`src/rtl/walk_scheduler_if.sv`:
```
// Signal bundle between the walk scheduler and its environment (flag bank + main FSM).
// The master modport is the scheduler side.
interface walk_scheduler_if;
  logic       tick;
  logic [2:0] walkFlag;
  logic       trafficStopped;
  logic       trafficStopReq;
  logic [2:0] walkLight;
  logic       flashOn;
  logic [2:0] resetFlag;
  logic [1:0] servedIdx;
  logic       busy;

  modport master (
    input  tick, walkFlag, trafficStopped,
    output trafficStopReq, walkLight, flashOn, resetFlag, servedIdx, busy
  );

  modport slave (
    output tick, walkFlag, trafficStopped,
    input  trafficStopReq, walkLight, flashOn, resetFlag, servedIdx, busy
  );
endinterface

```
`src/rtl/walk_scheduler.sv`:
```
// Round-robin pedestrian phase sequencer: stop traffic, WALK, flashing DON'T-WALK,
// all-red clearance, then a one-cycle clear pulse back to the walk-flag register.
module walk_scheduler #(
  parameter int unsigned WALK_T  = 8,
  parameter int unsigned FLASH_T = 6,
  parameter int unsigned CLEAR_T = 2,
  parameter int unsigned MIN_GAP = 10,
  parameter int unsigned CNT_W   = 8
) (
  input logic              clk,
  input logic              resetN,
  walk_scheduler_if.master bus_io
);

  typedef enum logic [2:0] {StIdle, StReq, StWalk, StFlash, StClear, StGap} state_e;

  localparam logic [CNT_W-1:0] WalkLast  = CNT_W'(WALK_T - 1);
  localparam logic [CNT_W-1:0] FlashLast = CNT_W'(FLASH_T - 1);
  localparam logic [CNT_W-1:0] ClearLast = CNT_W'(CLEAR_T - 1);
  localparam logic [CNT_W-1:0] GapLast   = CNT_W'(MIN_GAP - 1);

  state_e           state_q, state_d;
  logic [CNT_W-1:0] timer_q, timer_d;
  logic [1:0]       rr_ptr_q, rr_ptr_d;
  logic [1:0]       served_q, served_d;

  logic             stop_req_q, stop_req_d;
  logic [2:0]       walk_q, walk_d;
  logic             flash_q, flash_d;
  logic [2:0]       rflag_q, rflag_d;
  logic             busy_q, busy_d;

  logic [2:0]       flags_rot;
  logic [1:0]       grant_off;
  logic [2:0]       grant_sum;
  logic [1:0]       grant;
  logic             grant_vld;
  logic [CNT_W-1:0] phase_last;

  // Rotate the flags so bit 0 is the crosswalk at rr_ptr_q; the lowest set bit then wins.
  always_comb begin
    case (rr_ptr_q)
      2'd1:    flags_rot = {bus_io.walkFlag[0], bus_io.walkFlag[2], bus_io.walkFlag[1]};
      2'd2:    flags_rot = {bus_io.walkFlag[1], bus_io.walkFlag[0], bus_io.walkFlag[2]};
      default: flags_rot = bus_io.walkFlag;
    endcase
    grant_vld = |flags_rot;
    if (flags_rot[0]) begin
      grant_off = 2'd0;
    end else if (flags_rot[1]) begin
      grant_off = 2'd1;
    end else begin
      grant_off = 2'd2;
    end
    grant_sum = {1'b0, rr_ptr_q} + {1'b0, grant_off};
    grant     = (grant_sum >= 3'd3) ? 2'(grant_sum - 3'd3) : grant_sum[1:0];
  end

  always_comb begin
    case (state_q)
      StWalk:  phase_last = WalkLast;
      StFlash: phase_last = FlashLast;
      StClear: phase_last = ClearLast;
      default: phase_last = GapLast;
    endcase
  end

  always_comb begin
    state_d  = state_q;
    timer_d  = timer_q;
    rr_ptr_d = rr_ptr_q;
    served_d = served_q;
    unique case (state_q)
      StIdle: begin
        if (grant_vld) begin
          served_d = grant;
          timer_d  = '0;
          state_d  = StReq;
        end
      end
      StReq: begin
        if (bus_io.trafficStopped) begin
          timer_d = '0;
          state_d = StWalk;
        end
      end
      StWalk, StFlash, StClear, StGap: begin
        if (bus_io.tick) begin
          if (timer_q == phase_last) begin
            timer_d = '0;
            unique case (state_q)
              StWalk:  state_d = StFlash;
              StFlash: state_d = StClear;
              StClear: begin
                state_d  = StGap;
                rr_ptr_d = (served_q == 2'd2) ? 2'd0 : served_q + 2'd1;
              end
              default: state_d = StIdle;
            endcase
          end else begin
            timer_d = timer_q + CNT_W'(1);
          end
        end
      end
      default: state_d = StIdle;
    endcase
  end

  // Outputs are decoded from the next state so they line up with state_q after the edge.
  always_comb begin
    stop_req_d = (state_d == StReq) || (state_d == StWalk) ||
                 (state_d == StFlash) || (state_d == StClear);
    walk_d     = (state_d == StWalk) ? 3'(3'b001 << served_d) : 3'b000;
    flash_d    = (state_d == StFlash) && !timer_d[0];
    rflag_d    = (state_q == StClear && state_d == StGap) ? 3'(3'b001 << served_q) : 3'b000;
    busy_d     = (state_d != StIdle);
  end

  always_ff @(posedge clk or negedge resetN) begin
    if (!resetN) begin
      state_q    <= StIdle;
      timer_q    <= '0;
      rr_ptr_q   <= 2'd0;
      served_q   <= 2'd0;
      stop_req_q <= 1'b0;
      walk_q     <= 3'b000;
      flash_q    <= 1'b0;
      rflag_q    <= 3'b000;
      busy_q     <= 1'b0;
    end else begin
      state_q    <= state_d;
      timer_q    <= timer_d;
      rr_ptr_q   <= rr_ptr_d;
      served_q   <= served_d;
      stop_req_q <= stop_req_d;
      walk_q     <= walk_d;
      flash_q    <= flash_d;
      rflag_q    <= rflag_d;
      busy_q     <= busy_d;
    end
  end

  assign bus_io.trafficStopReq = stop_req_q;
  assign bus_io.walkLight      = walk_q;
  assign bus_io.flashOn        = flash_q;
  assign bus_io.resetFlag      = rflag_q;
  assign bus_io.servedIdx      = served_q;
  assign bus_io.busy           = busy_q;

endmodule

```
`src/flat_wrapper.sv`:
```
// flat-port wrapper written by rule: the top's interface ports become plain ports
module walk_scheduler_flat 
#(
  parameter int unsigned WALK_T  = 8,
  parameter int unsigned FLASH_T = 6,
  parameter int unsigned CLEAR_T = 2,
  parameter int unsigned MIN_GAP = 10,
  parameter int unsigned CNT_W   = 8
)
  (clk, resetN, bus_io_tick, bus_io_walkFlag, bus_io_trafficStopped, bus_io_trafficStopReq, bus_io_walkLight, bus_io_flashOn, bus_io_resetFlag, bus_io_servedIdx, bus_io_busy);
  walk_scheduler_if bus_io_i ();
  input logic clk;
  input logic resetN;
  input wire logic [$bits(bus_io_i.tick)-1:0] bus_io_tick;
  input wire logic [$bits(bus_io_i.walkFlag)-1:0] bus_io_walkFlag;
  input wire logic [$bits(bus_io_i.trafficStopped)-1:0] bus_io_trafficStopped;
  output wire logic [$bits(bus_io_i.trafficStopReq)-1:0] bus_io_trafficStopReq;
  output wire logic [$bits(bus_io_i.walkLight)-1:0] bus_io_walkLight;
  output wire logic [$bits(bus_io_i.flashOn)-1:0] bus_io_flashOn;
  output wire logic [$bits(bus_io_i.resetFlag)-1:0] bus_io_resetFlag;
  output wire logic [$bits(bus_io_i.servedIdx)-1:0] bus_io_servedIdx;
  output wire logic [$bits(bus_io_i.busy)-1:0] bus_io_busy;
  assign bus_io_i.tick = bus_io_tick;
  assign bus_io_i.walkFlag = bus_io_walkFlag;
  assign bus_io_i.trafficStopped = bus_io_trafficStopped;
  assign bus_io_trafficStopReq = bus_io_i.trafficStopReq;
  assign bus_io_walkLight = bus_io_i.walkLight;
  assign bus_io_flashOn = bus_io_i.flashOn;
  assign bus_io_resetFlag = bus_io_i.resetFlag;
  assign bus_io_servedIdx = bus_io_i.servedIdx;
  assign bus_io_busy = bus_io_i.busy;
  walk_scheduler #(.WALK_T(WALK_T), .FLASH_T(FLASH_T), .CLEAR_T(CLEAR_T), .MIN_GAP(MIN_GAP), .CNT_W(CNT_W)) u_core (.clk(clk), .resetN(resetN), .bus_io(bus_io_i));
endmodule
```
`config.mk`:
```
export PLATFORM = sky130hd
export DESIGN_NAME = walk_scheduler_flat
export DESIGN_NICKNAME = d
export VERILOG_FILES = /design/src/rtl/walk_scheduler_if.sv /design/src/rtl/walk_scheduler.sv /design/src/flat_wrapper.sv
export SDC_FILE = /design/constraint.sdc
export NUM_CORES = 1
export LEC_CHECK = 0
export CAP_MARGIN = 10
export CELL_PAD_IN_SITES_DETAIL_PLACEMENT = 0
export CELL_PAD_IN_SITES_GLOBAL_PLACEMENT = 1
export CORE_ASPECT_RATIO = 0.9
export CORE_MARGIN = 2
export CORE_UTILIZATION = 45
export CTS_BUF_LIST = sky130_fd_sc_hd__clkbuf_4 sky130_fd_sc_hd__clkbuf_8 sky130_fd_sc_hd__clkbuf_16
export CTS_CLUSTER_DIAMETER = 50
export DETAILED_ROUTE_END_ITERATION = 16
export HOLD_SLACK_MARGIN = 0.15
export PLACE_DENSITY_LB_ADDON = 0.08
export SLEW_MARGIN = 10
export SYNTH_ARGS = -nofsm -noshare
export SYNTH_HDL_FRONTEND = slang
export SYNTH_SLANG_ARGS = --single-unit
```
`constraint.sdc`:
```
create_clock -name clk -period 6.9 [get_ports clk]
set_clock_uncertainty 0.2 [all_clocks]
set_input_delay 1.725 -clock clk [delete_from_list [all_inputs] [get_ports clk]]
set_output_delay 1.725 -clock clk [all_outputs]
set_load 0.005 [all_outputs]
```
==> reports/qor.txt, run 1 <==
post-CTS setup buffers -> 0
total clock sinks -> 24
power density over the cells -> 396 nW/um^2
First-pass DRT Iterations -> 4
# hold bufs at CTS -> 0
sequential share of power -> 34.8%
Top Ports -> 18
Cell variety after synth -> 50
fmax -> 203 MHz
Final Cell Area -> 1730 um^2
Post-Place Worst Slack -> 1720 ps
status -> finished, final reports clean
vias per cell -> 5.75
Row Count -> 19
Clock power frac -> 11.4%
Leak -> 0.767 nW
Synth Register Bits -> 24
placed cell count -> 212
most frequent cell after synthesis -> dfrtp_1
CP delay by family, top -> compound AO/OA/AOI/OAI gates
Clock transition at path regs -> 80 ps
Yosys top cell by area -> dfrtp_1
Mapped Area -> 1490 um^2
Synth top cells by count -> dfrtp_1 (24), nand2_1 (15), inv_1 (11)
Wirelength per Cell -> 14.4 um
routed wire length -> 3100 um
post-cts resize count -> 0
Final Max Slew Viols -> 0
Crit. End Element -> flip-flop
syn_nets -> 172
# DRC -> 0
vias -> 1236
setup TNS -> 0 ps
reg2reg end -> u_core.bus_io.walkLight[2]$_DFF_PN0_
worst stage delay on the critical path -> 590 ps
sequential share of the synthesized area -> 40.2%
layout cells sized above 1 -> 5.78%
Crit Path Max Fanout -> 5
area growth from synthesis to layout -> 15.8%
DRT antenna net count -> 0
slowest CP cell -> fa_1
CTS buffer count -> 3
ys async rst share -> 100%
Int Power -> 0.386 mW
Total Power -> 0.685 mW
Congestion Overflow GR -> 0
core area -> 3110 um^2
ant diodes -> 0
VDD IR max -> 176 uV
worst hold-check path type -> flip-flop to flip-flop
P_sw -> 0.298 mW
Synth area leaders -> dfrtp_1 (40%), ha_1 (4.2%), nand2_1 (3.8%), a22o_1 (2.9%), inv_1 (2.8%)
worst reg2reg path depth -> 16
first-pass GRT wire length -> 5010 um
crit path time final -> 4940 ps
r2r setup slk -> 3270 ps
final hold viol count -> 0
vias in the first global route -> 1094
fin cells -> 215
Initial Utilization -> 47.9%
Combinational Power Share -> 53.8%
H-tree level count -> 1
post-route setup slack -> 1960 ps
CTS Root Cell -> clkbuf_8
Syn Inst Count -> 159
Sw Ratio -> 43.6%
max_cap viols -> 0
Worst Hold Path EP -> u_core.timer_q[4]$_DFFE_PN0P_
antenna violations before repair -> 0
instance area at placement -> 1690 um^2
Iter 0 DRT Violations -> 86
crit-path cells -> clkdlybuf4s50_1 > nand2_1 > a211oi_1 > a31oi_1 > o22ai_1 > ha_1 > inv_1 > fa_1 > inv_1 > ha_1 > nor2b_1 > o211ai_1 > o21a_1 > a2111o_1 > nor3_1
Critical Path AT -> 4900 ps
post-route core utilization -> 55.5%
RSZ-0062 raised after global routing -> no
worst skew pair latency -> 260 ps
largest net degree at the start of global routing -> 25
die extent in y -> 58.6 um
yosys synthesis warning count -> 0
Critical Path RT -> 6870 ps
nets -> 188
period utilization -> 71.5%
gpl congestion -> 0.803
die area -> 3790 um^2
CTS tree -> yes
Post-synth EDFFs -> 0
die width -> 64.7 um
Slew headroom -> 31.5%
Synth top area share -> 40.2%
hpwl dp -> 2340 um
Hold Crit Start -> u_core.timer_q[4]$_DFFE_PN0P_
launching point of the worst reg2reg path -> u_core.rr_ptr_q[0]$_DFFE_PN0P_
Longest Clk Path Bufs -> 2
Worst Path Buf+Inv -> 3
WHS -> 346 ps
final setup fails -> 0
slew at the pin with the worst max-slew slack -> 1020 ps
crit start category -> input pin
Crit path depth -> 15
Worst Setup Path Type -> input pin to flip-flop
Global Route Usage Sum -> 17.2%
hold depth -> 1
Syn Area/Cell -> 9.39 um^2
ys flop type -> dfrtp_1
Port Buffers -> 17
==> worst max path at each step <==
stage,from,endpoint
6_report,bus_io_walkFlag[0],u_core.bus_io.walkLight[2]$_DFF_PN0_
5_1_grt,bus_io_walkFlag[0],u_core.bus_io.walkLight[2]$_DFF_PN0_
2_1_floorplan,bus_io_walkFlag[0],u_core.bus_io.walkLight[2]$_DFF_PN0_
3_3_place_gp,bus_io_walkFlag[0],u_core.bus_io.walkLight[0]$_DFF_PN0_
3_5_place_dp,bus_io_walkFlag[0],u_core.bus_io.walkLight[2]$_DFF_PN0_
4_1_cts,bus_io_walkFlag[0],u_core.bus_io.walkLight[2]$_DFF_PN0_
==> worst reg2reg max path, stage by stage, from the launching register on <==
cell	delay, ps
dfrtp_1	420
inv_1	80
ha_1	210
nand2_1	70
a211oi_1	210
a31oi_1	60
o22ai_1	180
ha_1	170
inv_1	50
fa_1	590
inv_1	60
ha_1	170
nor2b_1	230
o211ai_1	120
o21a_1	190
a2111o_1	370
nor3_1	170
==> placed cells by master (no fill, tap or decap), drive strengths merged, types with 4 or more instances in the layout <==
cell / count
nor3: 7
a21oi: 7
and3: 4
a22o: 5
dfrtp: 24
nor2: 10
ha: 5
a31oi: 4
clkdlybuf4s50: 17
inv: 12
nand3: 5
nand2: 15
mux2i: 4
nand2b: 6
==> routing by layer <==
layer | GRT usage (%) | part of all wire, %
met5 | 0 | 0
met4 | 7.29 | 1.4
met3 | 1.91 | 2.9
met2 | 25.3 | 42
met1 | 25.7 | 53
==> power groups by stage <==
stage / clock network (mW) / registers [mW] / logic [mW]
6_report: 0.0780 / 0.238 / 0.368
5_1_grt: 0.0867 / 0.245 / 0.413
4_1_cts: 0.0807 / 0.237 / 0.371
3_5_place_dp: 0 / 0.239 / 0.368
3_3_place_gp: 0 / 0.239 / 0.357
2_1_floorplan: 0 / 0.209 / 0.298
==> flip-flops by register name (all words and copies together), names as in the netlist <==
name and count:
u_core.bus_io.busy 1, u_core.bus_io.trafficStopReq 1, u_core.state_q 3, u_core.bus_io.servedIdx 2, u_core.bus_io.walkLight 3, u_core.bus_io.resetFlag 3
u_core.timer_q 8, u_core.bus_io.flashOn 1, u_core.rr_ptr_q 2
==> final cells by class <==
type,count,area (um^2)
clock buffer,3,41.3
tap,42,52.6
fill,276,1390
multi-input combinational,117,820
inverter,12,45.0
timing repair buffer,17,170
sequential,24,601
==> cell families after synthesis <==
group	Yosys count	share of synthesized area (%)
xor+xnor	2	1.17
fa+ha+maj	6	5.53
mux	5	3.44
buf+inv	18	4.86
compound gates	42	22.7
flops	24	40.2
simple gates	62	22.0
(Power assumes the default switching activity.)
==> run 2, diff against run 1 <==
--- a/config.mk
+++ b/config.mk
@@ -10,7 +10,7 @@
 export CELL_PAD_IN_SITES_GLOBAL_PLACEMENT = 1
 export CORE_ASPECT_RATIO = 0.9
 export CORE_MARGIN = 2
-export CORE_UTILIZATION = 45
+export CORE_UTILIZATION = 38
 export CTS_BUF_LIST = sky130_fd_sc_hd__clkbuf_4 sky130_fd_sc_hd__clkbuf_8 sky130_fd_sc_hd__clkbuf_16
 export CTS_CLUSTER_DIAMETER = 50
 export DETAILED_ROUTE_END_ITERATION = 16
==> constraint.sdc (replaced) <==
create_clock -name clk -period 3.95 [get_ports clk]
set_clock_uncertainty 0.2 [all_clocks]
set_input_delay 0.9875 -clock clk [delete_from_list [all_inputs] [get_ports clk]]
set_output_delay 0.9875 -clock clk [all_outputs]
set_load 0.005 [all_outputs]
==> run 2 against run 1 <==
- global-route usage shrank 0.42 points
- clock power increased to 2.8 times the previous value
- sequential share of layout area is 2.5 points lower
- critical path type unchanged
- worst hold slack gained 3.8 ps
- routed wire length up 10%
- critical endpoint unchanged
==> reports/qor.txt, run 2 (synthesis gave the netlist of run 1 again) <==
status -> finished, final reports clean
crit-path cells -> dlymetal6s2s_1 > a211oi_2 > a31oi_1 > o22ai_1 > ha_2 > inv_1 > fa_1 > inv_1 > ha_2 > nor2b_4 > o211ai_1 > o21a_1 > a2111o_1 > nor3_2
hpwl dp -> 2510 um
Row Count -> 21
register area -> 601 um^2
CTS buffer count -> 3
period utilization -> 91.1%
die width -> 70.1 um
Worst Setup Path Type -> input pin to flip-flop
die area -> 4450 um^2
final hold viol count -> 0
max_cap viols -> 0
fin cells -> 228
antenna violations before repair -> 0
Crit. End Element -> flip-flop
slew at the pin with the worst max-slew slack -> 666 ps
Clock transition at path regs -> 90 ps
slowest CP cell -> fa_1
gpl congestion -> 0.889
DRT antenna net count -> 0
CTS Root Cell -> clkbuf_8
vias in the first global route -> 1359
Slew headroom -> 55.1%
hold depth -> 1
H-tree level count -> 1
VDD IR max -> 342 uV
post-CTS setup buffers -> 0
worst hold-check path type -> flip-flop to flip-flop
Port Buffers -> 17
routed wire length -> 3410 um
worst skew pair latency -> 270 ps
Global Route Usage Sum -> 16.8%
fmax -> 278 MHz
worst reg2reg path depth -> 14
placed cell count -> 224
vias per cell -> 5.58
worst stage delay on the critical path -> 520 ps
# DRC -> 0
Congestion Overflow GR -> 0
area growth from synthesis to layout -> 24.7%
die extent in y -> 63.5 um
setup TNS -> 0 ps
power density over the cells -> 731 nW/um^2
core area -> 3730 um^2
instance area at placement -> 1750 um^2
nets -> 196
commonest non-fill, non-tap cell in the layout -> dfrtp_1
crit start category -> input pin
Critical Path RT -> 3940 ps
Wirelength per Cell -> 15.0 um
Reg with most FFs -> u_core.timer_q
Multi-input gate area -> 850 um^2
final setup fails -> 0
layout cells sized above 1 -> 14.3%
CTS tree -> yes
first-pass GRT wire length -> 6080 um
WHS -> 350 ps
ant diodes -> 0
total clock sinks -> 24
vias -> 1272
largest net degree at the start of global routing -> 25
RSZ-0062 raised after global routing -> no
Top Ports -> 18
Initial Utilization -> 40.0%
First-pass DRT Iterations -> 4
Crit Path Max Fanout -> 4
Iter 0 DRT Violations -> 108
Final Cell Area -> 1860 um^2
fill count -> 364
most frequent cells in the layout -> dfrtp_1 (24), nand2_1 (15), clkdlybuf4s50_1 (14)
Critical Path AT -> 3590 ps
Longest Clk Path Bufs -> 2
crit path time final -> 3600 ps
Final Max Slew Viols -> 0
Leak -> 0.854 nW
# hold bufs at CTS -> 0
max FFs per register -> 8
run 2: routing by layer:
| metal | up-vias | track usage [%] | routed length, um |
|---|---|---|---|
| met5 | - | 0 | 0 |
| met4 | 0 | 2.88 | 40 |
| met3 | 6 | 3.68 | 98 |
| met2 | 24 | 27.9 | 1500 |
| met1 | 604 | 22.8 | 1770 |
| li1 | 638 | - | - |
run 2: timing repair:
item | 4_1_cts | 5_1_grt
resized for setup | 1 | 10
pin swaps | 0 | 6
endpoints found under the setup margin | 1 | 3
run 2: path summary, 6_finish.rpt:
check	start	endpoint	slack [ps]
setup reg to reg	u_core.rr_ptr_q[0]$_DFFE_PN0P_	u_core.bus_io.walkLight[2]$_DFF_PN0_	490
min in group asynchronous	resetN	u_core.bus_io.busy$_DFF_PN0_	870
setup / recovery	bus_io_walkFlag[2]	u_core.bus_io.walkLight[2]$_DFF_PN0_	350
hold / removal	u_core.timer_q[4]$_DFFE_PN0P_	u_core.timer_q[4]$_DFFE_PN0P_	350
hold reg to reg	u_core.timer_q[4]$_DFFE_PN0P_	u_core.timer_q[4]$_DFFE_PN0P_	350
max in group asynchronous	resetN	u_core.rr_ptr_q[1]$_DFFE_PN0P_	2430
run 2: area by class of cell:
type                       instances  share of cell area (%)
clock buffer                       3                    2.22
clock inverter                     1                    1.61
inverter                          12                    2.42
multi-input combinational        117                    45.6
sequential                        24                    32.3
tap                               46                    3.09
timing repair buffer              25                    12.8
run 2: stage by stage:
stage | setup slack (ps) | utilization (%) | total power, mW
final | 351 | 49.9 | 1.36
after global routing | 220 | 49.9 | 1.48
after global placement | -188 | 47.0 | 1.09
after detailed placement | -279 | 47.0 | 1.10
after CTS | 21.7 | 49.0 | 1.33
after floorplan | 358 | - | 0.885
run 2: power by group:
group          total (mW)  switching (mW)  internal (mW)
Clock               0.217          0.0813          0.135
Combinational       0.729           0.373          0.356
Sequential          0.415           0.106          0.309
Total                1.36           0.561          0.800
run 2: worst max-delay path: cells and delay by family:
family	cells	cell delay [ps]
AOI/OAI and AO/OA	6	1110
and+or+nand+nor	2	340
adders and majority gates	3	880
buffers and inverters	3	250
